[src/rtl/adder_share_sched.sv]
// adder_share_sched: one W-bit ripple slice shared by two requesters.
// An accepted N-bit add is computed over N/W cycles, LSB slice first,
// and returned as an (N+1)-bit sum tagged with the requester id.

// Single full-adder cell; the slice is a ripple chain of these.
module adder_share_sched_fa (
  input  logic a,
  input  logic b,
  input  logic ci,
  output logic s,
  output logic co
);

  logic p_s;

  assign p_s = a ^ b;
  assign s   = p_s ^ ci;
  assign co  = (a & b) | (ci & p_s);

endmodule

module adder_share_sched #(
  parameter int N = 32,
  parameter int W = 8
) (
  input  logic         clock,
  input  logic         reset_n,
  input  logic [N-1:0] a0,
  input  logic [N-1:0] b0,
  input  logic         valid0,
  output logic         ready0,
  input  logic [N-1:0] a1,
  input  logic [N-1:0] b1,
  input  logic         valid1,
  output logic         ready1,
  output logic         resp_valid,
  input  logic         resp_ready,
  output logic         resp_id,
  output logic [N:0]   resp_sum
);

  localparam int NS = N / W;
  localparam int IW = (NS > 1) ? $clog2(NS) : 1;

  typedef enum logic [1:0] {
    ST_IDLE = 2'd0,
    ST_RUN  = 2'd1,
    ST_DONE = 2'd2
  } state_t;

  state_t          state_r;
  state_t          state_nxt_s;

  // Operands are shifted right one slice per RUN cycle so the active
  // slice always sits in the low W bits.
  logic [N-1:0]    a_r;
  logic [N-1:0]    b_r;
  logic            id_r;
  logic            last_grant_r;
  logic [IW-1:0]   idx_r;
  logic            carry_r;
  logic [N:0]      sum_r;
  logic            resp_valid_r;

  logic            grant_vld_s;
  logic            grant_id_s;
  logic            last_slice_s;
  logic [W-1:0]    slice_sum_s;
  logic [W:0]      chain_s;

  assign last_slice_s = (idx_r == IW'(NS - 1));

  // Round-robin arbiter: only in IDLE and never while reset is asserted.
  always_comb begin
    grant_vld_s = 1'b0;
    grant_id_s  = 1'b0;
    if (reset_n && (state_r == ST_IDLE)) begin
      if (valid0 && valid1) begin
        grant_vld_s = 1'b1;
        grant_id_s  = ~last_grant_r;
      end else if (valid0) begin
        grant_vld_s = 1'b1;
        grant_id_s  = 1'b0;
      end else if (valid1) begin
        grant_vld_s = 1'b1;
        grant_id_s  = 1'b1;
      end else begin
        grant_vld_s = 1'b0;
        grant_id_s  = 1'b0;
      end
    end else begin
      grant_vld_s = 1'b0;
      grant_id_s  = 1'b0;
    end
  end

  assign ready0 = grant_vld_s & ~grant_id_s;
  assign ready1 = grant_vld_s &  grant_id_s;

  // Structural W-bit ripple slice fed by the latched carry.
  assign chain_s[0] = carry_r;

  genvar gi;
  generate
    for (gi = 0; gi < W; gi++) begin : g_fa
      adder_share_sched_fa u_fa (
        .a  (a_r[gi]),
        .b  (b_r[gi]),
        .ci (chain_s[gi]),
        .s  (slice_sum_s[gi]),
        .co (chain_s[gi+1])
      );
    end
  endgenerate

  // Next-state decode for the IDLE -> RUN -> DONE sequence.
  always_comb begin
    state_nxt_s = state_r;
    case (state_r)
      ST_IDLE: begin
        if (grant_vld_s) begin
          state_nxt_s = ST_RUN;
        end else begin
          state_nxt_s = ST_IDLE;
        end
      end
      ST_RUN: begin
        if (last_slice_s) begin
          state_nxt_s = ST_DONE;
        end else begin
          state_nxt_s = ST_RUN;
        end
      end
      ST_DONE: begin
        if (resp_ready) begin
          state_nxt_s = ST_IDLE;
        end else begin
          state_nxt_s = ST_DONE;
        end
      end
      default: state_nxt_s = ST_IDLE;
    endcase
  end

  // State register; reset abandons any operation in flight.
  always_ff @(posedge clock) begin
    if (!reset_n) begin
      state_r <= ST_IDLE;
    end else begin
      state_r <= state_nxt_s;
    end
  end

  // Datapath: latch the granted request, step one slice per RUN cycle,
  // and hold the response until the consumer takes it.
  always_ff @(posedge clock) begin
    if (!reset_n) begin
      a_r          <= '0;
      b_r          <= '0;
      id_r         <= 1'b0;
      last_grant_r <= 1'b1;
      idx_r        <= '0;
      carry_r      <= 1'b0;
      sum_r        <= '0;
      resp_valid_r <= 1'b0;
    end else begin
      case (state_r)
        ST_IDLE: begin
          if (grant_vld_s) begin
            a_r          <= grant_id_s ? a1 : a0;
            b_r          <= grant_id_s ? b1 : b0;
            id_r         <= grant_id_s;
            last_grant_r <= grant_id_s;
            idx_r        <= '0;
            carry_r      <= 1'b0;
          end
        end
        ST_RUN: begin
          for (int k = 0; k < NS; k++) begin
            if (idx_r == IW'(k)) begin
              sum_r[k*W +: W] <= slice_sum_s;
            end
          end
          a_r     <= a_r >> W;
          b_r     <= b_r >> W;
          carry_r <= chain_s[W];
          if (last_slice_s) begin
            sum_r[N]     <= chain_s[W];
            idx_r        <= '0;
            resp_valid_r <= 1'b1;
          end else begin
            idx_r <= idx_r + IW'(1);
          end
        end
        ST_DONE: begin
          if (resp_ready) begin
            resp_valid_r <= 1'b0;
          end
        end
        default: begin
          resp_valid_r <= 1'b0;
        end
      endcase
    end
  end

  assign resp_valid = resp_valid_r;
  assign resp_id    = id_r;
  assign resp_sum   = sum_r;

endmodule

[config.mk]
export PLATFORM = sky130hd
export DESIGN_NAME = adder_share_sched
export DESIGN_NICKNAME = d
export VERILOG_FILES = /design/src/rtl/adder_share_sched.sv
export SDC_FILE = /design/constraint.sdc
export NUM_CORES = 1
export LEC_CHECK = 0
export CORE_ASPECT_RATIO = 0.7
export CORE_UTILIZATION = 45
export DETAILED_ROUTE_END_ITERATION = 8
export PLACE_DENSITY = 0.88
export SYNTH_ARGS = -nofsm -noshare
export SYNTH_HDL_FRONTEND = slang
export SYNTH_SLANG_ARGS = --single-unit
[constraint.sdc]
create_clock -name clock -period 4.8 [get_ports clock]
set_input_delay 0.48 -clock clock [delete_from_list [all_inputs] [get_ports clock]]
set_output_delay 0.48 -clock clock [all_outputs]
set_load 0.02 [all_outputs]
**Yosys cells after proc, flatten, opt, wreduce, memory -nomap -nowiden**

Cells that the tools add are included.
W data, S select, Z words.

- Memories kept: 0
- Input bits: 133
- Word-level logic and storage cells: 103
- Output and inout port bits: 37
- Memory bits (writable): 0
- Bits in latches: 0
- ROM bits: 0
- Register bits: 105

- Reductions and logical operators: 12
- $add $sub $neg: 1
- Equality and inequality tests: 8
- Div/mod/pow operators: 0
- Shifts and indexed selects: 0
- Magnitude comparators: 0
- Bitwise logic cells: 45
- Mux-type cells: 25
- $mul: 0

Operator list:

| kind | number |
|---|---|
| $mux W32 | 4 |
| $pmux W32 S2 | 2 |
| $and A1 B1 Y1 | 18 |
| $xor A1 B1 Y1 | 16 |
| $reduce_and A2 Y1 | 6 |
| $mux W1 | 11 |
| $mux W2 | 4 |
| $or A1 B1 Y1 | 8 |
| $eq A2 B2 Y1 const B | 3 |
| $ne A2 B2 Y1 const B | 3 |
| $pmux W2 S3 | 1 |
| $eq A2 B1 Y1 const B | 2 |
| $logic_not A2 Y1 | 2 |
| $pmux W2 S2 | 1 |
| $not A1 Y1 | 3 |
| $pmux W1 S3 | 1 |
| $reduce_and A3 Y1 | 1 |
| $add A2 B1 Y2 const B | 1 |
| $logic_and A1 B1 Y1 | 2 |
| $pmux W1 S2 | 1 |
| $reduce_bool A2 Y1 | 1 |

**Depth between registers and ports, before layout**

- Word-level depth: 18
- Depth in mapped cells: 13
- Mapped depth without buffers: 13

**Modules after synthesis**

Synthesis repeated with hierarchy kept, for this count alone.

- Cells, all modules: 565
- Area total of the unflattened synthesis: 5063.6 sq um

Modules (own cells, without submodules):

| module | cells an instance | times used | seq. area each (sq um) | area each (sq um) |
|---|---|---|---|---|
| adder_share_sched | 557 | 1 | 2102.0 | 4903.5 |
| adder_share_sched_fa | 1 | 8 | 0.0 | 20.0 |

**Least setup slack after synthesis**

No wires, ideal clock.

- Path type: reg2reg
- Start: reg carry_r
- End: reg sum_r[23], in the netlist resp_sum[23]
- Cell stages (with the launch flop): 13
- Arrival: 3929 ps
- Library setup time: 86 ps
- Clock period less this slack: 4014 ps
- Path slack: 786 ps
- Data required time: 4714 ps
- Path buffers: 0
- Path through: dfxtp_1 > inv_1 > fa_1 > inv_1 > fa_1 > fa_1 > fa_1 > fa_1 > fa_1 > fa_1 > inv_1 > fa_1 > a211oi_1

- Word-level cells in the longest chain between the ends: 15

RTL lines:

| element | line | source |
|---|---|---|
| start: declaration | 61 | `logic carry_r;` |
| start signal: assignment | 186 | `carry_r <= chain_s[W];` |
| $and A1 B1 Y1 | 18 | `assign co = (a & b) \| (ci & p_s);` |
| $or A1 B1 Y1 | 18 |  |
| $and A1 B1 Y1 | 18 |  |
| $or A1 B1 Y1 | 18 |  |
| $and A1 B1 Y1 | 18 |  |
| $or A1 B1 Y1 | 18 |  |
| $and A1 B1 Y1 | 18 |  |
| $or A1 B1 Y1 | 18 |  |
| $and A1 B1 Y1 | 18 |  |
| $or A1 B1 Y1 | 18 |  |
| $and A1 B1 Y1 | 18 |  |
| $or A1 B1 Y1 | 18 |  |
| $and A1 B1 Y1 | 18 |  |
| $or A1 B1 Y1 | 18 |  |
| $xor A1 B1 Y1 | 17 | `assign s = p_s ^ ci;` |
| end signal: indexed assignment | 181 | `sum_r[k*W +: W] <= slice_sum_s;` |
| end signal: indexed assignment | 188 | `sum_r[N] <= chain_s[W];` |
| end: declaration | 62 | `logic [N:0] sum_r;` |

No other way between the ends.
A chain may end at the register's enable or synchronous reset.

**Worst setup path in the final report**

- Start: reg carry_r
- End: reg sum_r[15], in the netlist resp_sum[15]

The elaborated chain is that of the path after synthesis.

==> run_results.csv <==
group,metric,value,unit
clock_tree,postCtsSetupBuffers,0,
cells_and_area,fillers,811,
global_routing,grt_pass1_vias,4206,
cells_and_area,layout_commonest_cell,"clkdlybuf4s50_1",
cells_and_area,drive_gt1_share,3.31,%
timing,fmax,237,MHz
pwr,leakagePower,2.44,nW
timing,period_share,88.0,%
cells_and_area,diodes,0,
detailed_routing,dr.first_iter.drc_count,273,
die,die_w,124,µm
timing,fin_crit,4.23,ns
detailed_routing,wl_per_cell,15.5,µm
global_routing,antenna_found_initial,0,
clock_tree,root_buffer,"clkbuf_16",
job,cap_violations,0,
die,ios,170,
timing,slew_viol_final,0,
yosys,synthCells,512,
timing,setup_viol,0,
die,die_h,87.6,µm
cells_and_area,area_growth,42.7,%
placed_design,place.detailed.hpwl,9300,µm
timing,finalSetupTns,0,ns
die,fp.dieArea,10900,µm²
yosys,avgSynthCellArea,9.19,µm²
global_routing,grt-ovfl-total,0,
placed_design,portBuffers,169,
cells_and_area,final_cell_mix,"169 x clkdlybuf4s50_1, 105 x dfxtp_1, 99 x nand2_1, 64 x mux2i_1, 54 x inv_1",
pwr,powerDensity,300,nW/µm²
worst_setup_path,crit_type,"flop to flop",
detailed_routing,dr.pass1.iters,5,
detailed_routing,drc,0,
timing,worst_slew_pin_slew,1.09,ns
detailed_routing,routed_wl,12300,µm
global_routing,grt_usage,23.0,%
detailed_routing,drtAntennaViolNets,0,
worst_hold_path,hold_class,"flop to flop",
yosys,yosys.cell_types.count,27,
pwr,ir_drop,0.214,mV
placed_design,post-place-ws,0.560,ns
yosys,yosys_register_bits,105,
clock_tree,clock-sinks,105,
die,start_util,47.5,%
clock_tree,htreeDepth,3,
timing,report.final.hold_viol_count,0,
yosys,yosysWarnings,0,
clock_tree,clockBufferDepth,2,
die,rows,30,
detailed_routing,vias,4278,
timing,fin_ws,0.574,ns
timing,rsz0062_at_grt,"no",
worst_setup_path,endpoint_kind,"flop",
die,core_area,9910,µm²
yosys,yosysSeqAreaShare,44.7,%
timing,slew_headroom,27.2,%
cells_and_area,layout.nets,804,
placed_design,routabilityCongestion,0.835,
clock_tree,path_clk_slew,0.07,ns
global_routing,grt_start_max_net_pins,65,
clock_tree,cts_made_buffers,9,
worst_setup_path,required,5.04,ns
timing,clock-skew-final,0.00939,ns
worst_setup_path,worstPathArrival,4.47,ns
global_routing,grt_first_pass_wirelength,19900,µm
clock_tree,cts_tree,"built",
yosys,synth_nets,657,
worst_setup_path,cp-start-kind,"flop",
worst_setup_path,crit_fanout,4,
clock_tree,cts_resized,0,
clock_tree,clock_latency,0.34,ns
detailed_routing,vias_per_cell,5.40,
status,status,"completed",
clock_tree,cts-hold-fix-buffers,0,
yosys,syn-cell-area,4710,µm²
## final timing paths
path	endpoint	cells after the start	slack, ns	from
worst min-delay path	resp_sum[27]$_SDFFE_PN0P_	2	0.46	resp_sum[27]$_SDFFE_PN0P_
worst max register to register	resp_sum[15]$_SDFFE_PN0P_	12	0.57	carry_r$_SDFFE_PN0P_
worst min register to register	resp_sum[27]$_SDFFE_PN0P_	2	0.46	resp_sum[27]$_SDFFE_PN0P_
worst max-delay path	resp_sum[15]$_SDFFE_PN0P_	12	0.57	carry_r$_SDFFE_PN0P_
## cell type report
| type | count | area, µm² | area share [%] |
|---|---|---|---|
| clock buffer | 10 | 229 | 3.41 |
| clock inverter | 6 | 60.1 | 0.894 |
| inverter | 54 | 203 | 3.02 |
| multi-input combinational | 316 | 2240 | 33.4 |
| sequential | 105 | 2100 | 31.3 |
| tap | 128 | 160 | 2.38 |
| timing repair buffer | 173 | 1720 | 25.6 |
## worst max-delay path: stages (launching register included)
cell	delay, ns
dfxtp_1	0.30
inv_1	0.08
fa_1	0.18
inv_1	0.06
fa_1	0.44
fa_1	0.47
fa_1	0.46
fa_1	0.46
fa_1	0.47
fa_1	0.43
inv_1	0.09
fa_1	0.44
a211oi_1	0.25
## power breakdown
group | switching (mW) | internal, mW | leakage [nW] | total [mW]
clock | 0.343 | 0.365 | 0.141 | 0.709
combinational | 0.158 | 0.191 | 1.44 | 0.350
sequential | 0.0335 | 0.924 | 0.859 | 0.957
## metal layers
metal | part of all wire [%] | GRT usage, % | wire, µm
met1 | 42 | 27.6 | 5190
met2 | 50 | 41.4 | 6120
met3 | 6.3 | 5.38 | 770
met4 | 1.6 | 7.67 | 195
met5 | 0 | 0 | 0
## state kept, by name (all words and copies together) (netlist names)
register      count
a_r              32
b_r              32
carry_r           1
idx_r             2
last_grant_r      1
resp_id           1
resp_sum         33
resp_valid        1
state_r           2
## stage by stage
stage / power (mW) / hold WS (ns) / area, µm² / cells / utilization, %
after floorplan: 1.15 / 0.432 / 4710 / 512 / -
after global placement: 1.31 / 0.441 / 6430 / 776 / 64.9
after detailed placement: 1.33 / 0.448 / 6430 / 776 / 64.9
after CTS: 2.02 / 0.464 / 6720 / 792 / 67.8
after global routing: 2.10 / 0.483 / 6720 / 792 / 67.8
final: 2.02 / 0.464 / 6720 / 792 / 67.8
## cell families (layout without fill, tap and decap cells)
kind of cell	count (synthesis)	count (layout)	synth area share (%)
muxes	64	64	13.6
buffers and inverters	91	243	8.13
and+or+nand+nor	129	129	11.4
adders and majority gates	12	12	4.47
DFF	105	105	44.7
AOI/OAI and AO/OA	111	111	17.7
## cells in the mapped netlist, drive strengths merged
cell	n	area [µm²]
ha	4	50.1
fa	8	160
clkbuf	15	56.3
nor3	1	5.00
mux2i	64	641
o2bb2ai	16	140
nand2	99	372
o41ai	1	8.76
a21boi	1	11.3
a21oi	28	140
o221ai	48	420
and3b	5	43.8
a211oi	9	67.6
o21a	1	7.51
nor2	16	60.1
a2111oi	1	8.76
o21ai	6	30.0
dfxtp	105	2100
nand2b	1	6.26
nand3b	5	37.5
inv	54	203
and3	2	12.5
buf	22	124
(Power assumes the default switching activity.)
